## src/rtl/i2s_pkg.sv

```systemverilog
// Shared types and defaults for the I2S DAC transmit path.
package i2s_pkg;

   localparam int unsigned DEF_DATA_WIDTH = 16;
   localparam int unsigned DEF_FRAME_W    = 2 * DEF_DATA_WIDTH;

   typedef enum logic [1:0] {
      IDLE  = 2'd0,
      DELAY = 2'd1,
      SHIFT = 2'd2,
      PAD   = 2'd3
   } state_e;

endpackage

```

## src/rtl/sample_fifo.sv

```systemverilog
// Small power-of-two FIFO holding stereo sample words ahead of the serialiser.
module sample_fifo #(
   parameter int unsigned WIDTH = 32,
   parameter int unsigned DEPTH = 2
) (
   input  logic             clk,
   input  logic             rst_n,
   input  logic             push,
   input  logic             pop,
   input  logic [WIDTH-1:0] wdata,
   output logic [WIDTH-1:0] rdata,
   output logic             full,
   output logic             empty
);

   localparam int unsigned AW = $clog2(DEPTH);
   localparam int unsigned CW = $clog2(DEPTH + 1);

   logic [WIDTH-1:0] mem [DEPTH];
   logic [AW-1:0]    wr_ptr;
   logic [AW-1:0]    rd_ptr;
   logic [CW-1:0]    count;
   logic             do_push;
   logic             do_pop;

   assign full    = (count == CW'(DEPTH));
   assign empty   = (count == '0);
   assign do_push = push & ~full;
   assign do_pop  = pop & ~empty;
   assign rdata   = mem[rd_ptr];

   // Storage array; contents are don't-care while the FIFO is empty.
   always_ff @(posedge clk) begin
      if (do_push) begin
         mem[wr_ptr] <= wdata;
      end
   end

   // Pointers and occupancy; a pop on an empty FIFO is ignored.
   always_ff @(posedge clk or negedge rst_n) begin
      if (!rst_n) begin
         wr_ptr <= '0;
         rd_ptr <= '0;
         count  <= '0;
      end else begin
         if (do_push) begin
            wr_ptr <= wr_ptr + AW'(1);
         end
         if (do_pop) begin
            rd_ptr <= rd_ptr + AW'(1);
         end
         case ({do_push, do_pop})
            2'b10:   count <= count + CW'(1);
            2'b01:   count <= count - CW'(1);
            default: count <= count;
         endcase
      end
   end

endmodule

```

## src/rtl/i2s_dac_tx.sv

```systemverilog
// I2S transmitter toward the WM8731 DAC, clocked by the codec-mastered BCLK/LRCK.
module i2s_dac_tx
   import i2s_pkg::*;
#(
   parameter int unsigned DATA_WIDTH  = DEF_DATA_WIDTH,
   parameter int unsigned SYNC_STAGES = 2,
   parameter int unsigned FIFO_DEPTH  = 2
) (
   input  logic                    Clk,
   input  logic                    Reset_N,
   input  logic                    ENABLE,
   input  logic                    AUD_BCLK,
   input  logic                    AUD_DACLRCK,
   input  logic [2*DATA_WIDTH-1:0] SAMPLE_DATA,
   input  logic                    SAMPLE_VALID,
   output logic                    SAMPLE_READY,
   output logic                    SAMPLE_REQ,
   output logic                    UNDERRUN,
   output logic                    AUD_DACDAT
);

   localparam int unsigned FRAME_W = 2 * DATA_WIDTH;
   localparam int unsigned CNT_W   = $clog2(DATA_WIDTH);

   logic [SYNC_STAGES-1:0] bclk_sync;
   logic [SYNC_STAGES-1:0] lrck_sync;
   logic                   bclk_prev;
   logic                   lrck_prev;
   logic                   bclk_fall;
   logic                   lr_fall;
   logic                   lr_rise;

   logic                   fifo_full;
   logic                   fifo_empty;
   logic [FRAME_W-1:0]     fifo_head;
   logic                   frame_start;

   state_e                 state;
   logic [FRAME_W-1:0]     frame;
   logic [DATA_WIDTH-1:0]  shreg;
   logic [DATA_WIDTH-1:0]  active;
   logic [CNT_W-1:0]       bitcnt;
   logic                   chan_right;

   // Bring the codec clocks into the Clk domain and keep one sample of history.
   always_ff @(posedge Clk or negedge Reset_N) begin
      if (!Reset_N) begin
         bclk_sync <= '0;
         lrck_sync <= '0;
         bclk_prev <= 1'b0;
         lrck_prev <= 1'b0;
      end else begin
         bclk_sync <= {bclk_sync[SYNC_STAGES-2:0], AUD_BCLK};
         lrck_sync <= {lrck_sync[SYNC_STAGES-2:0], AUD_DACLRCK};
         bclk_prev <= bclk_sync[SYNC_STAGES-1];
         lrck_prev <= lrck_sync[SYNC_STAGES-1];
      end
   end

   assign bclk_fall = bclk_prev & ~bclk_sync[SYNC_STAGES-1];
   assign lr_fall   = lrck_prev & ~lrck_sync[SYNC_STAGES-1];
   assign lr_rise   = ~lrck_prev & lrck_sync[SYNC_STAGES-1];

   // A new left frame always consumes one FIFO slot, empty or not.
   assign frame_start  = ENABLE & lr_fall;
   assign SAMPLE_READY = ~fifo_full;
   assign active       = chan_right ? frame[DATA_WIDTH-1:0] : frame[FRAME_W-1:DATA_WIDTH];

   sample_fifo #(
      .WIDTH (FRAME_W),
      .DEPTH (FIFO_DEPTH)
   ) u_fifo (
      .clk   (Clk),
      .rst_n (Reset_N),
      .push  (SAMPLE_VALID & SAMPLE_READY),
      .pop   (frame_start),
      .wdata (SAMPLE_DATA),
      .rdata (fifo_head),
      .full  (fifo_full),
      .empty (fifo_empty)
   );

   // Frame/channel sequencing and MSB-first serialisation on BCLK falling edges.
   always_ff @(posedge Clk or negedge Reset_N) begin
      if (!Reset_N) begin
         state      <= IDLE;
         frame      <= '0;
         shreg      <= '0;
         bitcnt     <= '0;
         chan_right <= 1'b0;
         AUD_DACDAT <= 1'b0;
         SAMPLE_REQ <= 1'b0;
         UNDERRUN   <= 1'b0;
      end else begin
         SAMPLE_REQ <= 1'b0;
         UNDERRUN   <= 1'b0;
         if (!ENABLE) begin
            state      <= IDLE;
            AUD_DACDAT <= 1'b0;
         end else if (lr_fall) begin
            frame      <= fifo_empty ? '0 : fifo_head;
            chan_right <= 1'b0;
            SAMPLE_REQ <= 1'b1;
            UNDERRUN   <= fifo_empty;
            state      <= DELAY;
            AUD_DACDAT <= 1'b0;
         end else if (lr_rise && (state != IDLE)) begin
            chan_right <= 1'b1;
            state      <= DELAY;
            AUD_DACDAT <= 1'b0;
         end else begin
            case (state)
               IDLE: begin
                  AUD_DACDAT <= 1'b0;
               end
               DELAY: begin
                  if (bclk_fall) begin
                     AUD_DACDAT <= active[DATA_WIDTH-1];
                     shreg      <= {active[DATA_WIDTH-2:0], 1'b0};
                     bitcnt     <= CNT_W'(DATA_WIDTH - 1);
                     state      <= SHIFT;
                  end
               end
               SHIFT: begin
                  if (bclk_fall) begin
                     if (bitcnt == '0) begin
                        AUD_DACDAT <= 1'b0;
                        state      <= PAD;
                     end else begin
                        AUD_DACDAT <= shreg[DATA_WIDTH-1];
                        shreg      <= {shreg[DATA_WIDTH-2:0], 1'b0};
                        bitcnt     <= bitcnt - CNT_W'(1);
                     end
                  end
               end
               PAD: begin
                  AUD_DACDAT <= 1'b0;
               end
               default: begin
                  state      <= IDLE;
                  AUD_DACDAT <= 1'b0;
               end
            endcase
         end
      end
   end

endmodule

```

## config.mk

```make
export PLATFORM = sky130hd
export DESIGN_NAME = i2s_dac_tx
export DESIGN_NICKNAME = d
export VERILOG_FILES = /design/src/rtl/i2s_pkg.sv /design/src/rtl/sample_fifo.sv /design/src/rtl/i2s_dac_tx.sv
export SDC_FILE = /design/constraint.sdc
export NUM_CORES = 1
export LEC_CHECK = 0
export BUFFER_PORTS_ARGS = -buffer_cell sky130_fd_sc_hd__buf_2
export CORE_MARGIN = 4
export CORE_UTILIZATION = 25
export CTS_BUF_LIST = sky130_fd_sc_hd__clkbuf_16
export DETAILED_ROUTE_END_ITERATION = 12
export PLACE_DENSITY_LB_ADDON = 0.3
export SYNTH_ARGS = -nofsm -noshare
export SYNTH_HDL_FRONTEND = slang
export SYNTH_HIERARCHICAL = 1
export SYNTH_SLANG_ARGS = --single-unit
```

## constraint.sdc

```tcl
create_clock -name Clk -period 5.7 [get_ports Clk]
set_clock_uncertainty 0.2 [all_clocks]
set_input_delay 0.57 -clock Clk [delete_from_list [all_inputs] [get_ports Clk]]
set_output_delay 0.57 -clock Clk [all_outputs]
set_load 0.01 [all_outputs]
```

# ---- Yosys cells after proc, flatten, opt, wreduce, memory -nomap -nowiden
# Memories as Yosys holds them, arrays and structs flattened.
# Cells that the tools add are included.
dict set report word_totals {
  ff_bits 68
  mem_bits_rw 64
  n_memories 1
  in_bits 38
  word_cells 95
}
dict set report classes {
  n_addsub 5
  bitwise 14
  n_reduce_logical 14
  n_mux 33
  n_eq_ne 13
}
# memory words width read_ports rd_clocked_by_memory_dff write_ports line
set mem_list {}
lappend mem_list {u_fifo.mem 2 32 1 0 1 sample_fifo.sv:19} ;# logic [WIDTH-1:0] mem [DEPTH];
# op n
set ops {}
lappend ops {{$mux 16} 4}
lappend ops {{$mux 32} 1}
lappend ops {{$pmux 16 s2} 1}
lappend ops {{$ne 5x5->1 const B} 3}
lappend ops {{$mux 1} 14}
lappend ops {{$mux 2} 6}
lappend ops {{$mux 4} 3}
lappend ops {{$eq 2x2->1 const B} 4}
lappend ops {{$pmux 2 s2} 2}
lappend ops {{$pmux 4 s2} 1}
lappend ops {{$reduce_bool 2->1} 4}
lappend ops {{$and 1x1->1} 7}
lappend ops {{$not 1->1} 7}
lappend ops {{$reduce_and 7->1} 1}
lappend ops {{$ne 2x2->1 const B} 3}
lappend ops {{$reduce_and 2->1} 3}
lappend ops {{$ne 5x1->1 const B} 1}
lappend ops {{$eq 2x1->1 const B} 2}
lappend ops {{$logic_not 2->1} 2}
lappend ops {{$logic_not 4->1} 1}
lappend ops {{$reduce_and 4->1} 1}
lappend ops {{$sub 4x1->4 const B} 1}
lappend ops {{$pmux 1 s3} 1}
lappend ops {{$add 1x1->1 const B} 2}
lappend ops {{other kinds (4)} 4}

# ---- Logic depth before layout (Yosys ltp)
# Gate-level depths: netlist (run 1).
dict set report logic_depth {
  ltp_word 7
  mapped_depth 10
  depth_no_buf 8
}

# ---- By module
# Netlist (run 1), hierarchy kept.
# mod seq_area_each_um2 cells_per_inst area_per_inst_um2 n_inst
set modules_own_cells {}
lappend modules_own_cells {i2s_dac_tx 1576.5 292 2889.0 1}
lappend modules_own_cells {sample_fifo 2021.9 118 2658.8 1}

# ---- Worst setup path before layout (run 1)
# Ideal clock, no wire load.
dict set report synth_timing {
  kind {input -> register}
  from {input port SAMPLE_VALID}
  to {memory u_fifo.mem[0][0], enable pin}
  path_buffers 0
  arrival_time_ns 2.172
  setup_ns 0.421
  t_required_ns 5.079
  slack_ns 2.907
  path_stages 3
  cell_sequence {nor2b_1 nand2_1 nor2_1}
}
dict set report synth_via {
  elab_chain_len 4
}
# element line
set synth_rtl {}
lappend synth_rtl {{from (decl)} i2s_dac_tx.sv:15} ;# input logic SAMPLE_VALID,
lappend synth_rtl {{$and 1x1->1} i2s_dac_tx.sv:75} ;# .push (SAMPLE_VALID & SAMPLE_READY),
lappend synth_rtl {{$and 1x1->1} sample_fifo.sv:28} ;# assign do_push = push & ~full;
lappend synth_rtl {{$mux 1} sample_fifo.sv:34} ;# if (do_push) begin
lappend synth_rtl {{$mux 1 (not written as such)} sample_fifo.sv:35} ;# mem[wr_ptr] <= wdata;
lappend synth_rtl {{to (decl)} sample_fifo.sv:19}
# No other way between the ends.

# ---- Final worst setup path (run 1)
dict set report layout_timing {
  from {register state[0]}
  to {register shreg[11]}
}
dict set report layout_via {
  elab_chain_len 4
}
# element line
set layout_rtl {}
lappend layout_rtl {{from (decl)} i2s_dac_tx.sv:38} ;# state_e state;
lappend layout_rtl {{from (signal assigned)} i2s_dac_tx.sv:86} ;# state <= IDLE;
lappend layout_rtl {{from (signal assigned)} i2s_dac_tx.sv:98} ;# state <= IDLE;
lappend layout_rtl {{from (signal assigned)} i2s_dac_tx.sv:105} ;# state <= DELAY;
lappend layout_rtl {{branches (longest 4 deep; another with $reduce_and 7->1)} --}
lappend layout_rtl {{to (signal assigned)} i2s_dac_tx.sv:119} ;# shreg <= {active[DATA_WIDTH-2:0], 1'b0};
lappend layout_rtl {{to (signal assigned)} i2s_dac_tx.sv:131} ;# shreg <= {shreg[DATA_WIDTH-2:0], 1'b0};
lappend layout_rtl {{to (decl)} i2s_dac_tx.sv:40} ;# logic [DATA_WIDTH-1:0] shreg;
# Parallel ways; which one is timed is not known.
# A chain may end at the register's enable or synchronous reset.

==> flow_summary.toml, run 1 <==
[drt]
first_pass_iters = 4
wl_um = 9320
drt_iter0_markers = 108
drc = 0
via_count = 3030
ant_nets = 0
viasPerCell = 4.06
wl_per_cell_um = 12.5

[yosys]
synth_top_flop_cell = "dfrtp_1"
synth_edf_count = 64
yosysUniqueCellTypes = 39
syn-num-nets = 450
yosysSeqAreaShare_pct = 64.9
yosys_warnings = 6
syn_area_um2 = 5550
avgSynthCellArea_um2 = 13.5
synth_cells = 410
async_reset_ff_share_pct = 51.1
synth_seq_cells = 131

[die]
die_h_um = 157
dieArea_um2 = 24600
fp.dieW_um = 157
ios = 42
fp.coreArea_um2 = 21800
floorplan.initialDensity_pct = 25.4
row_count = 54

[layout]
nFillCells = 2220
syn_to_final_growth_pct = 18.5
stdcell_count = 746
nets = 493
post-route-util_pct = 30.1
drive_gt1_share_pct = 26.4
n_antenna_cell = 0

[clock_network]
cts_buffers = 17
postCtsSetupBuffers = 0
cts_hold_buf = 0
root_buffer = "clkbuf_16"
cts_resized = 0
insertion_delay_ps = 410
htreeDepth = 4
cts.sinks = 131
clock_path_buffers = 2
tritoncts = "built"
clk_pin_slew_ps = 60

[critical_path]
worst_ep_required_time_ps = 5780
path_buf_inv = 0
worst-endpoint-arrival_ps = 2750
cp_cell_sequence = "and2b_1, nand2_2, a21o_1, mux2_4"
critPathSlowestCell = "and2b_1"
path_max_fanout = 31
cp_top_family = "simple AND/OR/NAND/NOR gates"
worstReg2RegStart = "state[0]"
startpoint = "state[0]"
cp-end-kind = "register"
start_kind = "register"
cp_slowest_stage_delay_ps = 820
path_class = "register to register"

[placed_design]
portBuffers = 41
placed_cells = 714
gp_congestion = 0.729
place_hpwl_um = 6070

[pwr]
leakage_uw = 0.00283
power.density_nw_per_um2 = 493
ir_worst_vdd_mv = 0.187

[timing]
drv_slew = 0
min_period_ps = 2670
max-slew-margin-rel_pct = 30.8
min_period_over_period_pct = 46.8
hold_ws_ps = 72.3
setup_violations = 0
rsz0062_at_grt = "false"
setup_tns_ps = 0
tightest_slew_ps = 1040
hold_violations = 0
fmax_mhz = 375

[hold_path]
hp-start = "AUD_DACLRCK"
holdCritPathClass = "input pin to register"

[grt]
antenna_found_initial = 0
grt_pass1_vias = 3314
grt_pass1_wl_um = 15700
grt_max_degree = 68
grt_use_total_pct = 8.02
grt_overflow_total = 0

[outcome]
status = "finished clean"

[flow_run]
cap_violations = 0
metrics by stage:
stage          total power (uW)  setup WS (ps)  area, um^2
3_3_place_gp               2160           3120        5970
2_1_floorplan              2020           2910        5550
4_1_cts                    3290           3020        6570
6_report                   3240           3030        6570
3_5_place_dp               2180           3030        5970
5_1_grt                    3440           2840        6570
cells by family after synthesis:
group	synth area share, %
and+or+nand+nor	9.20
xor gates and xnor gates	0.789
adders and majority gates	0.451
buffers and inverters	3.56
muxes	14.5
DFF	64.9
AOI/OAI and AO/OA	6.65
routing by layer:
metal  vias up  global-route usage [%]  wire length, um
met1      1448                    9.58             4190
met4         0                    3.97              198
met2        45                    13.3             4610
met3        14                    2.20              319
met5         -                       0                0
li1       1523                       -                -
cells in the mapped netlist, types with 2 or more instances:
library cell	n	share of area [%]
o21ai_0	50	4.5
xor2_1	2	0.32
dfrtp_1	67	30
clkbuf_1	11	0.74
nor2_1	11	0.74
nor3_1	5	0.45
a21oi_1	4	0.36
mux2_4	34	9.2
a21o_1	3	0.41
buf_12	4	1.4
nand3_1	3	0.27
mux2_2	10	2.0
mux2i_1	18	3.2
ha_1	2	0.45
buf_2	4	0.36
xnor2_1	3	0.47
nand2b_1	2	0.23
edfxtp_1	64	35
buf_6	2	0.41
inv_1	9	0.61
and2b_1	3	0.41
nor2b_1	2	0.23
nand2_1	81	5.5
area by class of cell:
type                            count  area [um^2]  share of cell area, %
Clock buffer                       17          425                   6.47
Clock inverter                     15          174                   2.65
Inverter                            9         33.8                  0.514
Multi-Input combinational cell    249         1750                   26.7
Sequential cell                   131         3600                   54.8
Tap cell                          280          350                   5.33
Timing Repair Buffer               45          235                   3.58
worst register-to-register path, cell delays in order, from the launching register on:
cell and delay [ps]:
dfrtp_1 440, and2b_1 820, nand2_2 190, a21o_1 480, mux2_4 410
sequential cells by signal (all words and copies together), names as in the netlist, 2 cells and up:
signal        cells
u_fifo/count      2
lrck_sync         2
shreg            15
frame            32
u_fifo/mem       64
state             2
bitcnt            4
bclk_sync         2
path summary, 6_finish.rpt:
path                                         to  cells after the start  slack, ps
worst max-delay path                  shreg[11]                      4       3030
worst min-delay path               lrck_sync[0]                      1         70
worst max register to register        shreg[11]                      4       3030
worst min register to register     lrck_sync[1]                      0        150
max in group asynchronous              frame[0]                      2       4570
min in group asynchronous       u_fifo/count[1]                      2        140
cells in the final DEF, fill, tap and decap left out, types with 5 or more instances in the layout:
master     count
nor2_1        10
nand2_1       81
buf_2         41
mux2_2        10
nor3_1         5
mux2i_1       18
clkbuf_16     17
edfxtp_1      64
dfrtp_1       66
inv_1         12
o21ai_0       50
mux2_4        34
report_power, final:
part	internal [uW]	switching [uW]	total [uW]
sequential	1280	187	1470
clock	719	379	1100
combinational	359	308	667
(Power assumes the default switching activity.)
==> inputs of run 2 (changes only) <==
ABC_AREA = 1   (was default)
clock period = 2.7 ns   (was 5.7 ns; I/O delays follow)
==> flow_summary.toml, run 2 <==
[yosys]
yosys_warnings = 6
syn_area_um2 = 5630
synth_edf_count = 64
synth_most_common_cell = "nand2_1"
netlist_top_cells_count = "nand2_1, dfrtp_1, edfxtp_1"
synth_top_area_share_pct = 34.1
synth_area_leaders = "edfxtp_1, dfrtp_1, nand2_1, o21ai_0, o21ai_2"
avgSynthCellArea_um2 = 10.5
yosysTopAreaCell = "edfxtp_1"
syn-num-nets = 578
synth_top_flop_cell = "dfrtp_1"
async_reset_ff_share_pct = 51.1
synth_cells = 538
yosysSeqAreaShare_pct = 63.9
yosysUniqueCellTypes = 31
synth_seq_cells = 131

[pwr]
ir_worst_vdd_mv = 0.648
leakage_uw = 0.00320
totalPowerFinal_uw = 7680
power.density_nw_per_um2 = 1080

[hold_path]
hp-start = "SAMPLE_VALID"
holdCritPathClass = "input pin to register"
hold_path_depth = 5
hold_path_end = "u_fifo/wr_ptr"

[grt]
busiest_layer = "met2"
grt_overflow_total = 0
grt_pass1_wl_um = 19700
met1_usage_pct = 13.6
grt_max_degree = 36
antenna_found_initial = 0
grt_use_total_pct = 10.2
grt_pass1_vias = 3690
grtUsageMet3_pct = 2.87
gr-usage-met2_pct = 16.2

[layout]
largest_reg_flops = 64
regMostFlops = "u_fifo/mem"
n_antenna_cell = 0
syn_to_final_growth_pct = 26.2
stdcell_count = 915
drive_gt1_share_pct = 21.3
reg_top3 = "u_fifo/mem (64), frame (32), shreg (15)"
nFillCells = 2198
nets = 662
layout_common_cells = "nand2_1, dfrtp_1, edfxtp_1"
mostFrequentLayoutCell = "nand2_1"

[die]
row_count = 54
die_h_um = 158
fp.dieW_um = 158
floorplan.initialDensity_pct = 25.6
ios = 42
fp.coreArea_um2 = 22000
dieArea_um2 = 25000

[timing]
tightest_slew_ps = 727
layout_setup_ws_ps = 841
fmax_mhz = 538
min_period_ps = 1860
min_period_over_period_pct = 68.9
setup_violations = 0
setup_tns_ps = 0
rsz0062_at_grt = "false"
drv_slew = 0
max-slew-margin-rel_pct = 51.5
hold_violations = 0

[critical_path]
start_kind = "register"
worst_ep_required_time_ps = 2560
reg2reg_depth = 6
path_max_fanout = 32
worstReg2RegStart = "u_fifo/count[1]"
rrSetupSlack_ps = 840
cp-end-kind = "register"
worst-endpoint-arrival_ps = 1720
rr_endpoint = "u_fifo/mem[1][21]"
path_class = "register to register"

[drt]
drc = 0
via_count = 3730
wl_per_cell_um = 13.0
ant_nets = 0
first_pass_iters = 5
viasPerCell = 4.08
wl_um = 11900
drt_iter0_markers = 242

[placed_design]
post-place-ws_ps = 817
gp_congestion = 0.731
place_hpwl_um = 7690
portBuffers = 41
placed_cells = 848

[clock_network]
root_buffer = "clkbuf_16"
htreeDepth = 4
cts.sinks = 131
insertion_delay_ps = 420
tritoncts = "built"
cts_resized = 0
postCtsSetupBuffers = 0
clk_pin_slew_ps = 60
cts_buffers = 17
clock_path_buffers = 2

[flow_run]
cap_violations = 0

[outcome]
status = "finished clean"
[run 2: cell types whose count changed after synthesis, moves of 14 or more]
cell	previous run	this run
o21ai_2	0	19
mux2_4	34	0
nand2_2	1	15
inv_1	9	35
nand2_1	81	183
nand3_1	3	28
[run 2: through the flow]
stage / area (um^2) / hold slack [ps] / util (%)
2_1_floorplan: 5630 / -226 / -
3_3_place_gp: 6130 / 135 / 27.9
3_5_place_dp: 6130 / 137 / 27.9
4_1_cts: 7110 / 34.6 / 32.4
5_1_grt: 7110 / 67.2 / 32.4
6_report: 7110 / 41.6 / 32.4
[run 2: critical path, cell delays in order, from the launching register on]
cell and delay (ps):
dfrtp_1 380, inv_2 100, nor2_2 60, nor2_1 160, o21ai_2 100, nor2_2 80, buf_4 410
[run 2: worst max path at each step]
stage	from	end	slack (ps)	cells past startpoint
4_1_cts	u_fifo/count[1]	u_fifo/mem[1][13]	810	6
3_3_place_gp	u_fifo/count[1]	u_fifo/mem[1][4]	820	6
6_report	u_fifo/count[1]	u_fifo/mem[1][21]	840	6
5_1_grt	u_fifo/count[1]	u_fifo/mem[1][16]	730	6
2_1_floorplan	u_fifo/count[1]	u_fifo/mem[1][0]	490	5
3_5_place_dp	u_fifo/count[1]	u_fifo/mem[1][8]	820	6
[run 2: repair_timing]
action | 4_1_cts | 5_1_grt
setup endpoints to repair | 0 | 0
endpoints found under the hold margin | 93 | 0
hold buffers | 35 | 0
[run 2: metal layers]
metal,vias up,share of wire [%]
met4,0,0.93
met5,-,0
met2,59,48
met3,9,4.0
li1,1930,-
met1,1732,47
[run 2: kinds of logic after synthesis]
| logic type | Yosys count | synth area share (%) |
|---|---|---|
| AOI/OAI and AO/OA | 72 | 7.91 |
| xor gates and xnor gates | 2 | 0.311 |
| adders and majority gates | 2 | 0.444 |
| buffers and inverters | 67 | 5.84 |
| DFF | 131 | 63.9 |
| muxes | 14 | 2.49 |
| and+or+nand+nor | 250 | 19.1 |
[run 2: power by group]
group	switching, uW	internal [uW]
Clock	892	1550
Sequential	289	2760
Combinational	1440	757
[run 2: cell type report]
| class | instances | area (um^2) | share of cell area (%) |
|---|---|---|---|
| inverter | 44 | 168 | 2.36 |
| tap | 280 | 350 | 4.93 |
| sequential | 131 | 3600 | 50.6 |
| multi-input combinational | 340 | 1710 | 24.0 |
| clock inverter | 15 | 203 | 2.85 |
| clock buffer | 17 | 425 | 5.98 |
| timing repair buffer | 88 | 658 | 9.26 |
==> inputs of run 3 (changes only) <==
ABC_AREA = 0   (was 1)
clock period = 1.8 ns   (was 2.7 ns; I/O delays follow)
==> flow_summary.toml, run 3 (synthesis gave the netlist of run 1 again) <==
[clock_network]
insertion_delay_ps = 410
tritoncts = "built"
root_buffer = "clkbuf_16"
clk_pin_slew_ps = 60
cts.sinks = 131
cts_buffers = 17
clock_path_buffers = 2
htreeDepth = 4

[flow_run]
cap_violations = 0

[die]
ios = 42
dieArea_um2 = 24600
floorplan.initialDensity_pct = 25.4
fp.dieW_um = 157
die_h_um = 157
fp.coreArea_um2 = 21800
row_count = 54

[timing]
tightest_slew_ps = 621
max-slew-margin-rel_pct = 58.6
setup_violations = 17
layout_setup_ws_ps = -187
fmax_mhz = 503
drv_slew = 0
min_period_over_period_pct = 110
rsz0062_at_grt = "true"
min_period_ps = 1990
hold_violations = 0

[layout]
n_antenna_cell = 0
reg_top3 = "u_fifo/mem (64), frame (32), shreg (15)"
mostFrequentLayoutCell = "nand2_1"
nets = 568
largest_reg_flops = 64
drive_gt1_share_pct = 32.3
post-route-util_pct = 34.4
regMostFlops = "u_fifo/mem"
syn_to_final_growth_pct = 35.3
layout_common_cells = "nand2_1, dfrtp_1, edfxtp_1"
nFillCells = 2117

[drt]
first_pass_iters = 6
drc = 0
viasPerCell = 4.14
wl_um = 11000
via_count = 3397
wl_per_cell_um = 13.4
drt_iter0_markers = 129
ant_nets = 0

[grt]
antenna_found_initial = 0
grt_use_total_pct = 9.35
grt_pass1_vias = 3613
grt_overflow_total = 0
grt_max_degree = 64
grt_pass1_wl_um = 17900

[critical_path]
worst-endpoint-arrival_ps = 2070
path_class = "register to register"
worst_ep_required_time_ps = 1890
start_kind = "register"
cp-end-kind = "register"
path_max_fanout = 7

[placed_design]
post-place-ws_ps = -241
portBuffers = 41
gp_congestion = 0.704
place_hpwl_um = 6390

[pwr]
swShare_pct = 27.9
seqPwrFrac_pct = 41.5
p_sw_uw = 2970
power.density_nw_per_um2 = 1420
clkPwrFrac_pct = 28.9
ir_worst_vdd_mv = 0.733
leakage_uw = 0.00330
p_comb_share_pct = 29.5
p_int_uw = 7680

[outcome]
status = "finished with violations"
violations = "setup timing"

[hold_path]
holdCritPathClass = "input pin to register"
## run 3: cell types whose count changed in the layout (fill, tap and decap cells not counted), moves of 5 or more
cell | before | now
nand2_1 | 183 | 79
o21ai_2 | 19 | 0
mux2_4 | 0 | 41
inv_1 | 35 | 13
buf_12 | 1 | 9
buf_4 | 11 | 25
o21ai_1 | 12 | 0
inv_6 | 5 | 0
nand3_1 | 28 | 2
nand2_2 | 15 | 1
o21ai_0 | 37 | 50
## run 3: power groups by stage
stage          sequential (uW)  combinational [uW]  clock, uW
2_1_floorplan             4390                2070          0
3_3_place_gp              4460                2640          0
3_5_place_dp              4490                2680          0
4_1_cts                   4430                2990       3170
5_1_grt                   4530                3490       3320
6_report                  4430                3140       3080
## run 3: worst max-delay path: stages, from the launching register on
cell,delay (ps)
dfrtp_1,380
inv_2,80
ha_4,130
or3b_4,390
nand2_4,80
a21o_4,140
clkbuf_16,160
mux2_4,300
## run 3: path summary, 6_finish.rpt
kind                         startpoint  depth (start not counted)  slack [ps]            end
setup / recovery              bitcnt[1]                          7        -190      shreg[12]
hold / removal             SAMPLE_VALID                          5          70  u_fifo/wr_ptr
setup reg to reg              bitcnt[1]                          7        -190      shreg[12]
hold reg to reg            bclk_sync[0]                          0         150   bclk_sync[1]
max in group asynchronous       Reset_N                          3         700       frame[6]
min in group asynchronous       Reset_N                          2         110  u_fifo/wr_ptr
## run 3: timing repair
action | 4_1_cts | 5_1_grt
pin swaps | 4 | 6
setup buffers | 6 | 6
endpoints found under the hold margin | 93 | 0
hold buffers | 36 | 0
setup endpoints to repair | 50 | 66
cloned | 2 | 4
resized for setup | 4 | 21
## run 3: through the flow
| step | hold slack [ps] | total power [uW] | TNS, ps | instance area, um^2 | std cells |
|---|---|---|---|---|---|
| after CTS | 101 | 10600 | -3410 | 7290 | 812 |
| after floorplan | -316 | 6450 | -9090 | 5610 | 410 |
| after global routing | 69.0 | 11300 | -4550 | 7500 | 821 |
| after detailed placement | 31.5 | 7170 | -3520 | 6290 | 736 |
| final | 70.4 | 10700 | -2500 | 7500 | 821 |
| after global placement | 25.2 | 7100 | -2400 | 6290 | 736 |
## run 3: area by class of cell
| class | count | area [um^2] | share of cell area (%) |
|---|---|---|---|
| inverter | 9 | 33.8 | 0.450 |
| clock inverter | 14 | 83.8 | 1.12 |
| tap | 280 | 350 | 4.67 |
| sequential | 131 | 3600 | 48.0 |
| multi-input combinational | 249 | 1870 | 24.9 |
| timing repair buffer | 120 | 1110 | 14.8 |
| clock buffer | 18 | 450 | 6.00 |
## run 3: layer usage
layer | GRT usage (%) | routed length (um)
met1 | 11.3 | 4840
met5 | 0 | 0
met3 | 2.83 | 308
met2 | 15.6 | 5690
met4 | 3.97 | 167
